## src/rtl/dmem_arbiter_pkg.sv

```systemverilog
// dmem_arbiter_pkg: shared constants for the data-memory arbiter.
//   CPU_WIDTH              default address/data width of the core
//   DMEM_ARB_NONE/CPU/DMA  2-bit encodings of the last-grant state
//   DMEM_ARB_STARVE_LIMIT  default number of consecutive DMA denials tolerated
package dmem_arbiter_pkg;

    localparam int CPU_WIDTH = 32;

    localparam logic [1:0] DMEM_ARB_NONE = 2'd0;
    localparam logic [1:0] DMEM_ARB_CPU  = 2'd1;
    localparam logic [1:0] DMEM_ARB_DMA  = 2'd2;

    localparam int DMEM_ARB_STARVE_LIMIT = 4;

    // Encode the winner of a cycle into the last-grant state.
    function automatic logic [1:0] arb_winner(input logic cpu_gnt, input logic dma_gnt);
        if (cpu_gnt)      return DMEM_ARB_CPU;
        else if (dma_gnt) return DMEM_ARB_DMA;
        else              return DMEM_ARB_NONE;
    endfunction

endpackage

```

## src/rtl/dmem_arb_core.sv

```systemverilog
// dmem_arb_core: grant decision for the shared data memory.
//   Default build : fixed CPU priority; a DMA request denied STARVE_LIMIT
//                   cycles in a row wins the next conflict.
//   DMEM_ARB_RR_EN: round-robin; on a conflict the port that did not win
//                   last cycle wins (CPU if nobody won last cycle).
// Ports:
//   clk, rstn          clock, asynchronous active-low reset
//   cpu_req, dma_req   access requests
//   cpu_gnt, dma_gnt   combinational grants, mutually exclusive
//   last_gnt           state: winner of the previous cycle (NONE/CPU/DMA)
// Handshake: a requester holds req (and its command) high until it sees gnt
// in the same cycle; the access happens in that cycle.
module dmem_arb_core
    import dmem_arbiter_pkg::*;
#(
    parameter int STARVE_LIMIT = DMEM_ARB_STARVE_LIMIT
) (
    input  logic       clk,
    input  logic       rstn,
    input  logic       cpu_req,
    input  logic       dma_req,
    output logic       cpu_gnt,
    output logic       dma_gnt,
    output logic [1:0] last_gnt
);

    logic dma_priority;

`ifdef DMEM_ARB_RR_EN
    // Alternate on conflict: DMA only has priority right after a CPU win.
    assign dma_priority = (last_gnt == DMEM_ARB_CPU);
`else
    localparam int CW = $clog2(STARVE_LIMIT + 1);

    logic [CW-1:0] starve_cnt;

    assign dma_priority = (starve_cnt == CW'(STARVE_LIMIT));

    // Counts consecutive denied DMA cycles; any cycle where DMA is granted
    // or not requesting clears it.
    always_ff @(posedge clk or negedge rstn) begin
        if (!rstn) begin
            starve_cnt <= '0;
        end else if (dma_req && !dma_gnt) begin
            if (!dma_priority) starve_cnt <= starve_cnt + 1'b1;
        end else begin
            starve_cnt <= '0;
        end
    end
`endif

    assign cpu_gnt = cpu_req && !(dma_req && dma_priority);
    assign dma_gnt = dma_req && !cpu_gnt;

    always_ff @(posedge clk or negedge rstn) begin
        if (!rstn) last_gnt <= DMEM_ARB_NONE;
        else       last_gnt <= arb_winner(cpu_gnt, dma_gnt);
    end

endmodule

```

## src/rtl/dmem_arbiter.sv

```systemverilog
// dmem_arbiter: shares the single-port data memory between the MEM stage
// (CPU port) and a DMA/loader port. One access per cycle; read data is
// registered and returned the cycle after the grant.
// Configuration macro: DMEM_ARB_RR_EN selects round-robin arbitration
// (default is fixed CPU priority with a DMA starvation limit).
// Ports:
//   clk, rstn                       clock, asynchronous active-low reset
//   cpu_req/we/addr/wdata           CPU request, held until cpu_gnt
//   cpu_gnt, cpu_stall              grant this cycle, req & ~gnt
//   cpu_rvalid, cpu_rdata           registered load response
//   dma_req/we/addr/wdata           DMA request, held until dma_gnt
//   dma_gnt                         grant this cycle
//   dma_rvalid, dma_rdata           registered read response
//   mem_addr/wdata/write_en/read_en memory command from the granted port
//   mem_rdata                       combinational read data from memory
//   dbg_last_gnt                    arbiter state (winner of previous cycle)
module dmem_arbiter
    import dmem_arbiter_pkg::*;
#(
    parameter int AW           = CPU_WIDTH,
    parameter int DW           = CPU_WIDTH,
    parameter int STARVE_LIMIT = DMEM_ARB_STARVE_LIMIT
) (
    input  logic          clk,
    input  logic          rstn,
    input  logic          cpu_req,
    input  logic          cpu_we,
    input  logic [AW-1:0] cpu_addr,
    input  logic [DW-1:0] cpu_wdata,
    output logic          cpu_gnt,
    output logic          cpu_stall,
    output logic          cpu_rvalid,
    output logic [DW-1:0] cpu_rdata,
    input  logic          dma_req,
    input  logic          dma_we,
    input  logic [AW-1:0] dma_addr,
    input  logic [DW-1:0] dma_wdata,
    output logic          dma_gnt,
    output logic          dma_rvalid,
    output logic [DW-1:0] dma_rdata,
    output logic [AW-1:0] mem_addr,
    output logic [DW-1:0] mem_wdata,
    output logic          mem_write_en,
    output logic          mem_read_en,
    input  logic [DW-1:0] mem_rdata,
    output logic [1:0]    dbg_last_gnt
);

    logic cpu_rd;
    logic dma_rd;

    dmem_arb_core #(
        .STARVE_LIMIT(STARVE_LIMIT)
    ) u_core (
        .clk      (clk),
        .rstn     (rstn),
        .cpu_req  (cpu_req),
        .dma_req  (dma_req),
        .cpu_gnt  (cpu_gnt),
        .dma_gnt  (dma_gnt),
        .last_gnt (dbg_last_gnt)
    );

    assign cpu_stall = cpu_req && !cpu_gnt;
    assign cpu_rd    = cpu_gnt && !cpu_we;
    assign dma_rd    = dma_gnt && !dma_we;

    // Command mux: the memory sees zeros when nothing is granted.
    always_comb begin
        mem_addr     = '0;
        mem_wdata    = '0;
        mem_write_en = 1'b0;
        mem_read_en  = 1'b0;
        if (cpu_gnt) begin
            mem_addr     = cpu_addr;
            mem_wdata    = cpu_wdata;
            mem_write_en = cpu_we;
            mem_read_en  = !cpu_we;
        end else if (dma_gnt) begin
            mem_addr     = dma_addr;
            mem_wdata    = dma_wdata;
            mem_write_en = dma_we;
            mem_read_en  = !dma_we;
        end
    end

    // Read responses: rvalid pulses once per granted read, rdata holds
    // until the next read on the same port.
    always_ff @(posedge clk or negedge rstn) begin
        if (!rstn) begin
            cpu_rvalid <= 1'b0;
            cpu_rdata  <= '0;
            dma_rvalid <= 1'b0;
            dma_rdata  <= '0;
        end else begin
            cpu_rvalid <= cpu_rd;
            dma_rvalid <= dma_rd;
            if (cpu_rd) cpu_rdata <= mem_rdata;
            if (dma_rd) dma_rdata <= mem_rdata;
        end
    end

endmodule

```

## config.mk

```make
export PLATFORM = sky130hd
export DESIGN_NAME = dmem_arbiter
export DESIGN_NICKNAME = d
export VERILOG_FILES = /design/src/rtl/dmem_arbiter_pkg.sv /design/src/rtl/dmem_arb_core.sv /design/src/rtl/dmem_arbiter.sv
export SDC_FILE = /design/constraint.sdc
export NUM_CORES = 1
export LEC_CHECK = 0
export BUFFER_PORTS_ARGS = -buffer_cell sky130_fd_sc_hd__buf_4
export CAP_MARGIN = 20
export CELL_PAD_IN_SITES_DETAIL_PLACEMENT = 0
export CELL_PAD_IN_SITES_GLOBAL_PLACEMENT = 1
export CORE_MARGIN = 4
export CORE_UTILIZATION = 27
export CTS_CLUSTER_SIZE = 12
export DETAILED_ROUTE_END_ITERATION = 16
export GPL_TIMING_DRIVEN = 1
export PLACE_DENSITY = 0.85
export REMOVE_ABC_BUFFERS = 1
export SYNTH_ARGS = -nofsm -noshare
export SYNTH_HDL_FRONTEND = slang
export SYNTH_SLANG_ARGS = --single-unit
```

## constraint.sdc

```tcl
create_clock -name clk -period 4.4 [get_ports clk]
set_clock_uncertainty 0.05 [all_clocks]
set_input_delay 0.88 -clock clk [delete_from_list [all_inputs] [get_ports clk]]
set_output_delay 0.88 -clock clk [all_outputs]
set_load 0.02 [all_outputs]
```

==> run summary <==
Final Non-Filler Cells - 713
# resized after CTS - 0
Max Fanout on Critical Path - 42
Chip width - 119 um
Clock Sinks - 71
Clock share of power - 0.312
Leakage power total - 0.00304 uW
Register area share after synthesis - 0.533
Final instance area - 6020 sq um
GR Util All Layers - 0.172
Min Hold Slack - 411 ps
FF+latch count, synth - 71
Setup Viol. Count Final - 0
Max_cap viols - 0
First-pass GRT wire length - 19,300 um
Total Power - 2280 uW
H-tree depth - 3
Max-slew violations - 0
Share of cells above drive strength 1 - 0.715
GRT overflow - 0
Final #Nets - 707
Cell area after synthesis - 3330 sq um
CP endpoint kind - output pin
Seq pwr share - 0.356
Met1 WL - 4980 um
Drt first-iter violations - 219
CP startpoint kind - input pin
Routed WL per cell - 17.9 um
Most frequent cell after synthesis - dfrtp_1
Synth top cells by count - 71 x dfrtp_1, 65 x a22o_1, 62 x mux2_2, 8 x buf_2, 5 x inv_1
Top post-synthesis cells by area - dfrtp_1 53%, mux2_2 21%, a22o_1 17%
Path type of the worst min-delay path - reg -> reg
Max_slew headroom - 0.422
DR DRC count - 0
DP HPWL - 10,400 um
Drt total wl - 12,800 um
Mean post-synth cell area - 13.8 sq um
WS Path Type - in -> out
EDFF count, synth - 0
Peak Freq - 288 MHz
Switching part of the total - 0.305
Cts bufs inserted - 9
Synth top area share - 0.533
Met2 WL - 6260 um
Placed inst area - 5720 sq um
PortBufs - 302
Crit-path max cell delay - 610 ps
Clk slew on worst S/H paths - 60 ps
Setup TNS - 0 ps
Initial antenna violation count - 1
P&R area growth vs syn - 80.7%
Final Cycle Share - 0.788
RSZ-0062 raised after global routing - false
Synth Flop Type - dfrtp_1
Io pins - 303
Starting density of the core - 0.276
Gate power share - 0.332
Highest routed layer - met4
CP max-delay cell - nand2_2
Wire length on met3 - 1230 um
Post-Synthesis Cells - 241
DRT Pass-1 Iters - 4
Max Buffers Root-to-Sink - 2
Post-synthesis cell type count - 19
CP cell instances - buf_4 > nand2b_1 > nand2_2 > buf_4 > a22o_1 > buf_4
Largest net degree at the start of global routing - 72
Vias - 3,263
Switching pwr - 697 uW
Antenna viol nets, final - 0
Data arrival, critical path - 2540 ps
Clk Latency, worst-skew pair - 320 ps
DIE AREA - 14,200 sq um
Power Density - 379 nW/um^2
Final Wtd Congestion - 0.826
Num rows - 40
Final Hold Vio Count - 0
Outcome - finished clean
Hold-fix buffers, CTS - 0
Fin crit period - 3470 ps
Worst VDD drop - 0.184 mV
Worst Tran Pin Value - 866 ps
Critical Path RT - 3470 ps
CTS root buffer - clkbuf_16
Placeable Area - 12,100 sq um
Placed cell count - 696
Die height - 119 um
Ys Warns - 0
Area leader, netlist - dfrtp_1
Async set or reset register ratio after synthesis - 1.00
Vias in the first global route - 3,482
Cell repeated most along the worst path - buf_4
Post-DR vias/cell - 4.58
Setup Fix Bufs, Post-CTS - 0
Pint - 1590 uW
CTS tree - built
==> worst paths after layout <==
check,start,endpoint,slack (ps),cells after the start
max,cpu_req,mem_addr[11],930,6
min,u_core.starve_cnt[0],u_core.starve_cnt[0],410,1
max in group asynchronous,rstn,cpu_rdata[28],3120,1
min reg2reg,u_core.starve_cnt[0],u_core.starve_cnt[0],410,1
min in group asynchronous,rstn,cpu_rdata[5],620,1
max reg2reg,u_core.starve_cnt[0],dma_rdata[22],2430,6
==> critical path, delay by kind of cell <==
| kind | cells | cell delay (ps) |
|---|---|---|
| AO/OA/AOI/OAI | 1 | 190 |
| buffers and inverters | 3 | 640 |
| AND/OR/NAND/NOR | 2 | 810 |
==> kinds of logic (layout without fill, tap and decap cells) <==
family,Yosys count,after routing,synth area share
compound gates,66,66,0.176
xor+xnor,1,1,0.00263
fa+ha+maj,2,2,0.00751
buf+inv,25,328,0.0447
flops,71,71,0.533
mux,64,64,0.216
other cells,0,1,0
simple gates,12,12,0.0203
==> layout make-up <==
cell class / instances / area (sq um)
diodes: 1 / 2.50
clock buffers: 10 / 229
clock inverters: 6 / 68.8
fillers: 1074 / 6040
inverters: 5 / 18.8
multi-input cells: 145 / 1410
flip-flops and latches: 71 / 1780
well taps: 168 / 210
repair buffers: 307 / 2300
==> per-layer routing <==
metal  up-vias  GRT usage
met1      1568      0.211
met5         -          0
met4         0     0.0623
li1       1507          -
met2       171      0.277
met3        17     0.0641
==> power by group through the flow <==
stage	sequential [uW]	clock [uW]	combinational (uW)
after floorplan	943	0	226
after global placement	817	0	758
after CTS	813	735	769
after global routing	827	762	805
final	812	713	759
after detailed placement	824	0	767
==> layout by cell type, fill, tap and decap left out, types with 2 or more instances in the layout <==
cell type,instances
a22o_1,65
nor2_1,4
clkbuf_16,9
ha_1,2
mux2_1,2
nand2b_1,2
inv_1,5
mux2_2,62
clkinv_4,2
buf_4,307
dfrtp_1,71
==> registers in the layout, summed over array words and instances (netlist names) <==
register and flops:
cpu_rdata 32, cpu_rvalid 1, dma_rdata 32, dma_rvalid 1, u_core.last_gnt 2, u_core.starve_cnt 3
==> per-stage QoR <==
step                      setup slack (ps)   util
after CTS                              954  0.499
final                                  933  0.499
after global placement                1040  0.474
after global routing                   821  0.499
after detailed placement               958  0.474
after floorplan                        716      -
Power figures use the tool's default switching activity.
